--- src/rtl/regfile_scrub.sv ---
// Two-read/one-write register file with optional r0-is-zero, write-to-read forwarding,
// and a sequential zeroing engine that runs after reset and on clear_req.
module regfile_scrub #(
  parameter int DATA_W  = 32,
  parameter int ADDR_W  = 5,
  parameter int ZERO_R0 = 1,
  parameter int BYPASS  = 1
) (
  input  logic              clock,
  input  logic              reset_n,
  input  logic              enable,
  input  logic [ADDR_W-1:0] rdaddress_a,
  input  logic [ADDR_W-1:0] rdaddress_b,
  input  logic              wren,
  input  logic [ADDR_W-1:0] wraddress,
  input  logic [DATA_W-1:0] data,
  input  logic              clear_req,
  output logic [DATA_W-1:0] qa,
  output logic [DATA_W-1:0] qb,
  output logic              busy
);

  localparam int DEPTH = 1 << ADDR_W;

  typedef enum logic {IDLE, SCRUB} state_t;

  state_t                       state_reg, state_next;
  logic [ADDR_W-1:0]            cnt_reg, cnt_next;
  logic [1:0][DATA_W-1:0]       q_reg, q_next;
  logic [1:0][ADDR_W-1:0]       rd_addr;
  logic [1:0][DATA_W-1:0]       rd_data;
  logic [DATA_W-1:0]            mem [DEPTH];
  logic                         port_wr;
  logic                         mem_we;
  logic [ADDR_W-1:0]            mem_waddr;
  logic [DATA_W-1:0]            mem_wdata;

  assign rd_addr[0] = rdaddress_a;
  assign rd_addr[1] = rdaddress_b;

  // Port write is live only in IDLE, enabled, and not on a clear edge.
  assign port_wr = (state_reg == IDLE) && !clear_req && enable && wren;

  genvar gi;
  generate
    for (gi = 0; gi < 2; gi++) begin : g_read_port
      assign rd_data[gi] =
          (ZERO_R0 != 0 && rd_addr[gi] == '0)              ? '0   :
          (BYPASS != 0 && port_wr && rd_addr[gi] == wraddress) ? data :
                                                               mem[rd_addr[gi]];
    end
  endgenerate

  always_comb begin
    state_next = state_reg;
    cnt_next   = cnt_reg;
    q_next     = q_reg;
    mem_we     = 1'b0;
    mem_waddr  = wraddress;
    mem_wdata  = data;
    case (state_reg)
      IDLE: begin
        if (clear_req) begin
          state_next = SCRUB;
          cnt_next   = '0;
          q_next     = '0;
        end else if (enable) begin
          q_next = rd_data;
          mem_we = wren && !(ZERO_R0 != 0 && wraddress == '0);
        end
      end
      SCRUB: begin
        mem_we    = 1'b1;
        mem_waddr = cnt_reg;
        mem_wdata = '0;
        cnt_next  = cnt_reg + 1'b1;
        q_next    = '0;
        if (cnt_reg == ADDR_W'(DEPTH - 1))
          state_next = IDLE;
      end
      default: state_next = SCRUB;
    endcase
  end

  always_ff @(posedge clock) begin
    if (!reset_n) begin
      state_reg <= SCRUB;
      cnt_reg   <= '0;
      q_reg     <= '0;
    end else begin
      state_reg <= state_next;
      cnt_reg   <= cnt_next;
      q_reg     <= q_next;
    end
  end

  // Array kept free of reset so it maps onto RAM; reset only suppresses the write.
  always_ff @(posedge clock) begin
    if (reset_n && mem_we)
      mem[mem_waddr] <= mem_wdata;
  end

  assign qa   = q_reg[0];
  assign qb   = q_reg[1];
  assign busy = (state_reg == SCRUB);

endmodule

--- config.mk ---
export PLATFORM = sky130hd
export DESIGN_NAME = regfile_scrub
export DESIGN_NICKNAME = d
export VERILOG_FILES = /design/src/rtl/regfile_scrub.sv
export SDC_FILE = /design/constraint.sdc
export NUM_CORES = 1
export LEC_CHECK = 0
export BUFFER_PORTS_ARGS = -buffer_cell sky130_fd_sc_hd__buf_4
export CAP_MARGIN = 10
export CORE_ASPECT_RATIO = 1.5
export CORE_UTILIZATION = 55
export CTS_CLUSTER_SIZE = 8
export DETAILED_ROUTE_END_ITERATION = 6
export PLACE_DENSITY = 0.75
export SLEW_MARGIN = 20
export SYNTH_ARGS = -nofsm -noshare
export SYNTH_HDL_FRONTEND = slang
export SYNTH_SLANG_ARGS = --single-unit
--- constraint.sdc ---
create_clock -name clock -period 4.7 [get_ports clock]
set_clock_uncertainty 0.05 [all_clocks]
set_input_delay 0.235 -clock clock [delete_from_list [all_inputs] [get_ports clock]]
set_output_delay 0.235 -clock clock [all_outputs]
set_load 0.02 [all_outputs]
; ---- After elaboration in Yosys (flattened, before gate mapping)
; Memory sizes are Yosys's and may differ from the RTL's.
; Index checks and enable logic that the tools add are counted.
[totals]
word_cells = 43
in_bits = 52
register_bits = 70
ram_bits = 1024
n_memories = 1
[memory_table]
columns = name, words, word_bits, read_ports, rd_clocked_by_memory_dff, wr, line
row1 = mem, 32, 32, 2, 0, 1, 32  ; logic [DATA_W-1:0] mem [DEPTH];
[classes]
eq_ne = 5
bitwise_logic = 1
n_reduce_logical = 12
mux = 19
n_addsub = 1
[ops]
columns = op, count
row1 = 32-bit 2-to-1 mux, 5
row2 = 64-bit 2-to-1 mux, 2
row3 = 64-bit one-hot mux with 2 select lines, 1
row4 = 5-bit zero test, 3
row5 = 5-bit equality test, 2
row6 = 5-bit 2-to-1 mux, 2
row7 = 5-bit one-hot mux with 2 select lines, 1
row8 = 1-bit logical AND, 7
row9 = 1-bit 2-to-1 mux, 6
row10 = "5-bit by 1-bit adder with 5-bit output, second input constant", 1
row11 = "5-bit equality test, second input constant", 1
row12 = 1-bit one-hot mux with 2 select lines, 2
row13 = "3-bit != test, second input constant", 1
row14 = 1-bit zero test, 2
row15 = "2-bit != test, second input constant", 1
row16 = 1-bit inverter, 1

; ---- Depth between registers and ports, before layout
[logic_depth]
depth_word = 10
depth_mapped = 9
depth_no_buf = 5

; ---- Worst setup path before layout
; Ideal clock, no wire load.
[synth_path]
kind = reg-to-reg
from = register state_reg, in the netlist busy
to = memory mem[10][0] (enable)
setup_ns = 0.421
arrival_ns = 3.007
period_less_slack_ns = 3.478
path_stages_with_launch = 8
n_path_buf = 3
slack_ns = 1.222
path_cell_list = dfxtp_1 > clkbuf_1 > clkbuf_1 > buf_1 > nand3b_1 > o21ai_0 > nand2_1 > nor2_1
[synth_between]
elab_chain_cells = 5
[synth_rtl]
columns = item, line
row1 = "start, declared", 27  ; state_t state_reg, state_next;
row2 = "start signal, assigned", 91  ; state_reg <= state_next;
row3 = 1-bit inverter, -
row4 = 1-bit one-hot mux with 2 select lines, 61  ; case (state_reg)
row5 = 1-bit logical AND, 99  ; if (reset_n && mem_we)
row6 = 1-bit 2-to-1 mux, 99
row7 = 1-bit 2-to-1 mux (not written as such), 100  ; mem[mem_waddr] <= mem_wdata;
row8 = "end, declared", 32
; Parallel ways exist; a longest one is shown, timed or not.

; ---- Worst setup path after layout
[layout_path]
from = register state_reg, in the netlist busy
to = memory mem[28][10] (enable)
; The elaborated chain is that of the path after synthesis.

==> results.yml <==
outcome:
  run_status: "complete, no violations"
die:
  overall_die_area_mm2: 0.0932
  starting_density_of_the_core_pct: 55.8
  rows: 135
  die_width_um: 250
  placeableCoreArea_mm2: 0.0907
  die_h_um: 373
  pin_count: 117
routing:
  ant_nets: 0
  wirelength_um: 170000
  initial_drc_count: 4971
  post_drt_via_cell_ratio: 7.73
  detailroute.via_count: 32900
  avgRoutedWirePerCell_um: 40.1
  first_pass_drt_iterations: 6
  drc: 0
critical_path:
  max_stage_delay_ns: 1.00
  worstRegToRegCells: 4
  master_of_the_slowest_instance_on_the_critical_path: "sky130_fd_sc_hd__nor2_4"
  cp_cell_instances: "nor3b_1 > o221ai_2 > nor2_4 > buf_4"
  criticalPathCategory: "register to register"
  timing.critical_path.to_type: "register"
  required_ns: 5.09
  critical_path.max_fanout: 42
  timing.critical_path.from_type: "register"
  worst-endpoint-arrival_ns: 3.75
global_routing:
  globalRouteTotalUtil_pct: 36.9
  antenna_found_initial: 3
  grt_use_met1_pct: 44.7
  grt_pass1_vias: 34100
  grt_max_degree: 65
  grt_overflow_total: 0
  first_pass_grt_wire_length_um: 242000
  grt_busiest_layer: "met2"
  met2_global_route_usage_pct: 57.1
  global_route.usage.met3_pct: 11.2
sta:
  finalCriticalPeriod_ns: 3.36
  max_slew_margin_pct: 20.4
  timing.hold.ws_ns: 0.122
  grt_setup_unrepaired: "false"
  slew_viol_final: 0
  setup_viol_count_final: 0
  achievable-frequency_ghz: 0.298
  finalSetupTns_ns: 0
  timing.final.crit_share_pct: 71.4
  tightestPinTransition_ns: 1.16
  timing_hold_violations_final: 0
final_layout:
  fillerInstances: 5870
  layout-drive-gt1-share_pct: 31.2
  largest_register_ffs: 1024
  net_count_of_the_finished_layout: 3025
  largest_register: "mem"
  syn_to_final_growth_pct: 15.3
min_path:
  worst_hold_path_type: "input port to register"
  timing.hold.worst_path_depth: 4
yosys:
  netlist_top_cells_count: "1024 x sky130_fd_sc_hd__edfxtp_1, 382 x sky130_fd_sc_hd__mux4_2, 273 x sky130_fd_sc_hd__mux2i_1"
  synthDominantAreaCellType: "sky130_fd_sc_hd__edfxtp_1"
  ys_ff_latch: 1094
  post_synth_inst_count: 2746
  seq_area_frac_synth_pct: 63.6
  async_flop_share_pct: 0
  synthTopCellsByArea: "sky130_fd_sc_hd__edfxtp_1 61%, sky130_fd_sc_hd__mux4_2 17%, sky130_fd_sc_hd__mux2i_1 5.4%"
  leading_cell_type_by_number_of_instances_after_synthesis: "sky130_fd_sc_hd__edfxtp_1"
  mappedNetlistArea_mm2: 0.0506
  synth_fp_nets: 2800
  synth_enable_flop_cells: 1024
  yosysTopAreaCellShare_pct: 60.8
  synthFlopType: "sky130_fd_sc_hd__edfxtp_1"
  synthDistinctLibCells: 59
  ys.warnings.count: 0
  synth_area_per_cell_um2: 18.4
placed_design:
  dp_hpwl_um: 97600
  place_congestion: 0.902
  io_buffer_count: 116
pwr:
  total_leakage_power_nw: 19.5
  pwr_density_cell_mw_per_mm2: 385
  worst_ir_drop_vdd_v: 0.000339
cts:
  clock-root-buffer: "sky130_fd_sc_hd__clkbuf_16"
  h_tree_level_count: 4
  clk_path_buf_depth: 3
  post_cts_resize_count: 0
  clock-sinks: 1094
  tritoncts: "yes"
  clk_pin_slew_worst_paths_ns: 0.06
  worst_skew_pair.late_latency_ns: 0.76
  tritoncts.num_buffers: 154
job:
  cap_viol_max_count: 0
## metal layers
metal	up-vias	routed length (um)
li1	12400	-
met1	16700	54400
met2	3041	79400
met3	749	23600
met4	4	13000
met5	-	21
## worst max-delay path, delay by kind of cell (launching register included)
kind | cells | cell delay (ns)
simple gates | 2 | 1.33
buf+inv | 1 | 0.39
flops | 1 | 0.79
compound gates | 1 | 0.45
## cell families (layout without fill, tap and decap cells)
group	Yosys count	after routing	synth area share, %
other	0	2	0
and+or+nand+nor	251	251	2.67
muxes	712	712	23.7
adders and majority gates	2	2	0.0495
xor gates and xnor gates	10	10	0.173
DFF	1094	1094	63.6
AOI/OAI and AO/OA	425	425	7.21
buffers and inverters	252	594	2.65
## power breakdown
| group | leakage (nW) | internal (mW) | switching, mW |
|---|---|---|---|
| sequential | 10.1 | 10.6 | 0.0273 |
| clock | 2.12 | 6.14 | 4.16 |
| combinational | 7.28 | 0.638 | 0.931 |
| total | 19.5 | 17.3 | 5.12 |
## path summary, 6_finish.rpt
path	startpoint	to	slack, ns
setup / recovery	busy$_SDFF_PN1_	mem[28][10]$_DFFE_PP_	1.34
hold / removal	rdaddress_b[2]	qb[16]$_SDFFE_PN0P_	0.12
setup reg to reg	busy$_SDFF_PN1_	mem[28][10]$_DFFE_PP_	1.34
hold reg to reg	qb[0]$_SDFFE_PN0P_	qb[0]$_SDFFE_PN0P_	0.43
## through the flow
step / cells / setup slack [ns] / power (mW) / instance area [um^2] / util [%]
floorplan: 2746 / 1.22 / 11.8 / 50600 / -
global placement: 3943 / 1.12 / 12.2 / 53500 / 59.0
detailed placement: 3944 / 1.22 / 12.3 / 53500 / 59.0
CTS: 4252 / 1.52 / 22.4 / 58300 / 64.3
global route: 4252 / 1.36 / 22.9 / 58300 / 64.3
finish: 4254 / 1.34 / 22.5 / 58300 / 64.3
## layout by cell type (no fill, tap or decap), types with 11 or more instances in the layout
cell / netlist / layout
sky130_fd_sc_hd__a2111oi_0: 47 / 44
sky130_fd_sc_hd__a2111oi_2: 14 / 14
sky130_fd_sc_hd__a221oi_1: 55 / 55
sky130_fd_sc_hd__a22o_1: 60 / 60
sky130_fd_sc_hd__a41oi_1: 23 / 23
sky130_fd_sc_hd__and2_1: 26 / 23
sky130_fd_sc_hd__buf_12: 1 / 24
sky130_fd_sc_hd__buf_4: 28 / 248
sky130_fd_sc_hd__clkbuf_1: 123 / 103
sky130_fd_sc_hd__clkbuf_16: 0 / 154
sky130_fd_sc_hd__dfxtp_1: 70 / 69
sky130_fd_sc_hd__dlygate4sd3_1: 0 / 35
sky130_fd_sc_hd__edfxtp_1: 1024 / 1024
sky130_fd_sc_hd__mux2_2: 57 / 57
sky130_fd_sc_hd__mux2i_1: 273 / 273
sky130_fd_sc_hd__mux4_2: 382 / 382
sky130_fd_sc_hd__nand2_1: 53 / 53
sky130_fd_sc_hd__nand3_1: 16 / 16
sky130_fd_sc_hd__nand4_1: 42 / 42
sky130_fd_sc_hd__nor2_4: 0 / 34
sky130_fd_sc_hd__nor2b_1: 44 / 37
sky130_fd_sc_hd__o211a_1: 11 / 11
sky130_fd_sc_hd__o221a_1: 11 / 11
sky130_fd_sc_hd__o221ai_1: 57 / 55
sky130_fd_sc_hd__o22ai_1: 60 / 60
sky130_fd_sc_hd__o311ai_1: 42 / 42
sky130_fd_sc_hd__o31ai_1: 20 / 20
## cell type report
type                       count  area [um^2]  area share [%]
clock buffer                 258         4250            7.29
antenna                        2         5.00         0.00858
sequential                  1094        32200            55.1
clock inverter                15          191           0.328
inverter                       7         26.3          0.0450
tap                         1164         1460            2.50
multi-input combinational   1400        17400            29.9
timing repair buffer         314         2800            4.79
## what timing repair did
item | CTS | global route
endpoints found under the hold margin | 94 | 0
setup buffers | 0 | 0
hold buffers | 35 | 0
Note: power is estimated with default switching activity, not from simulation.
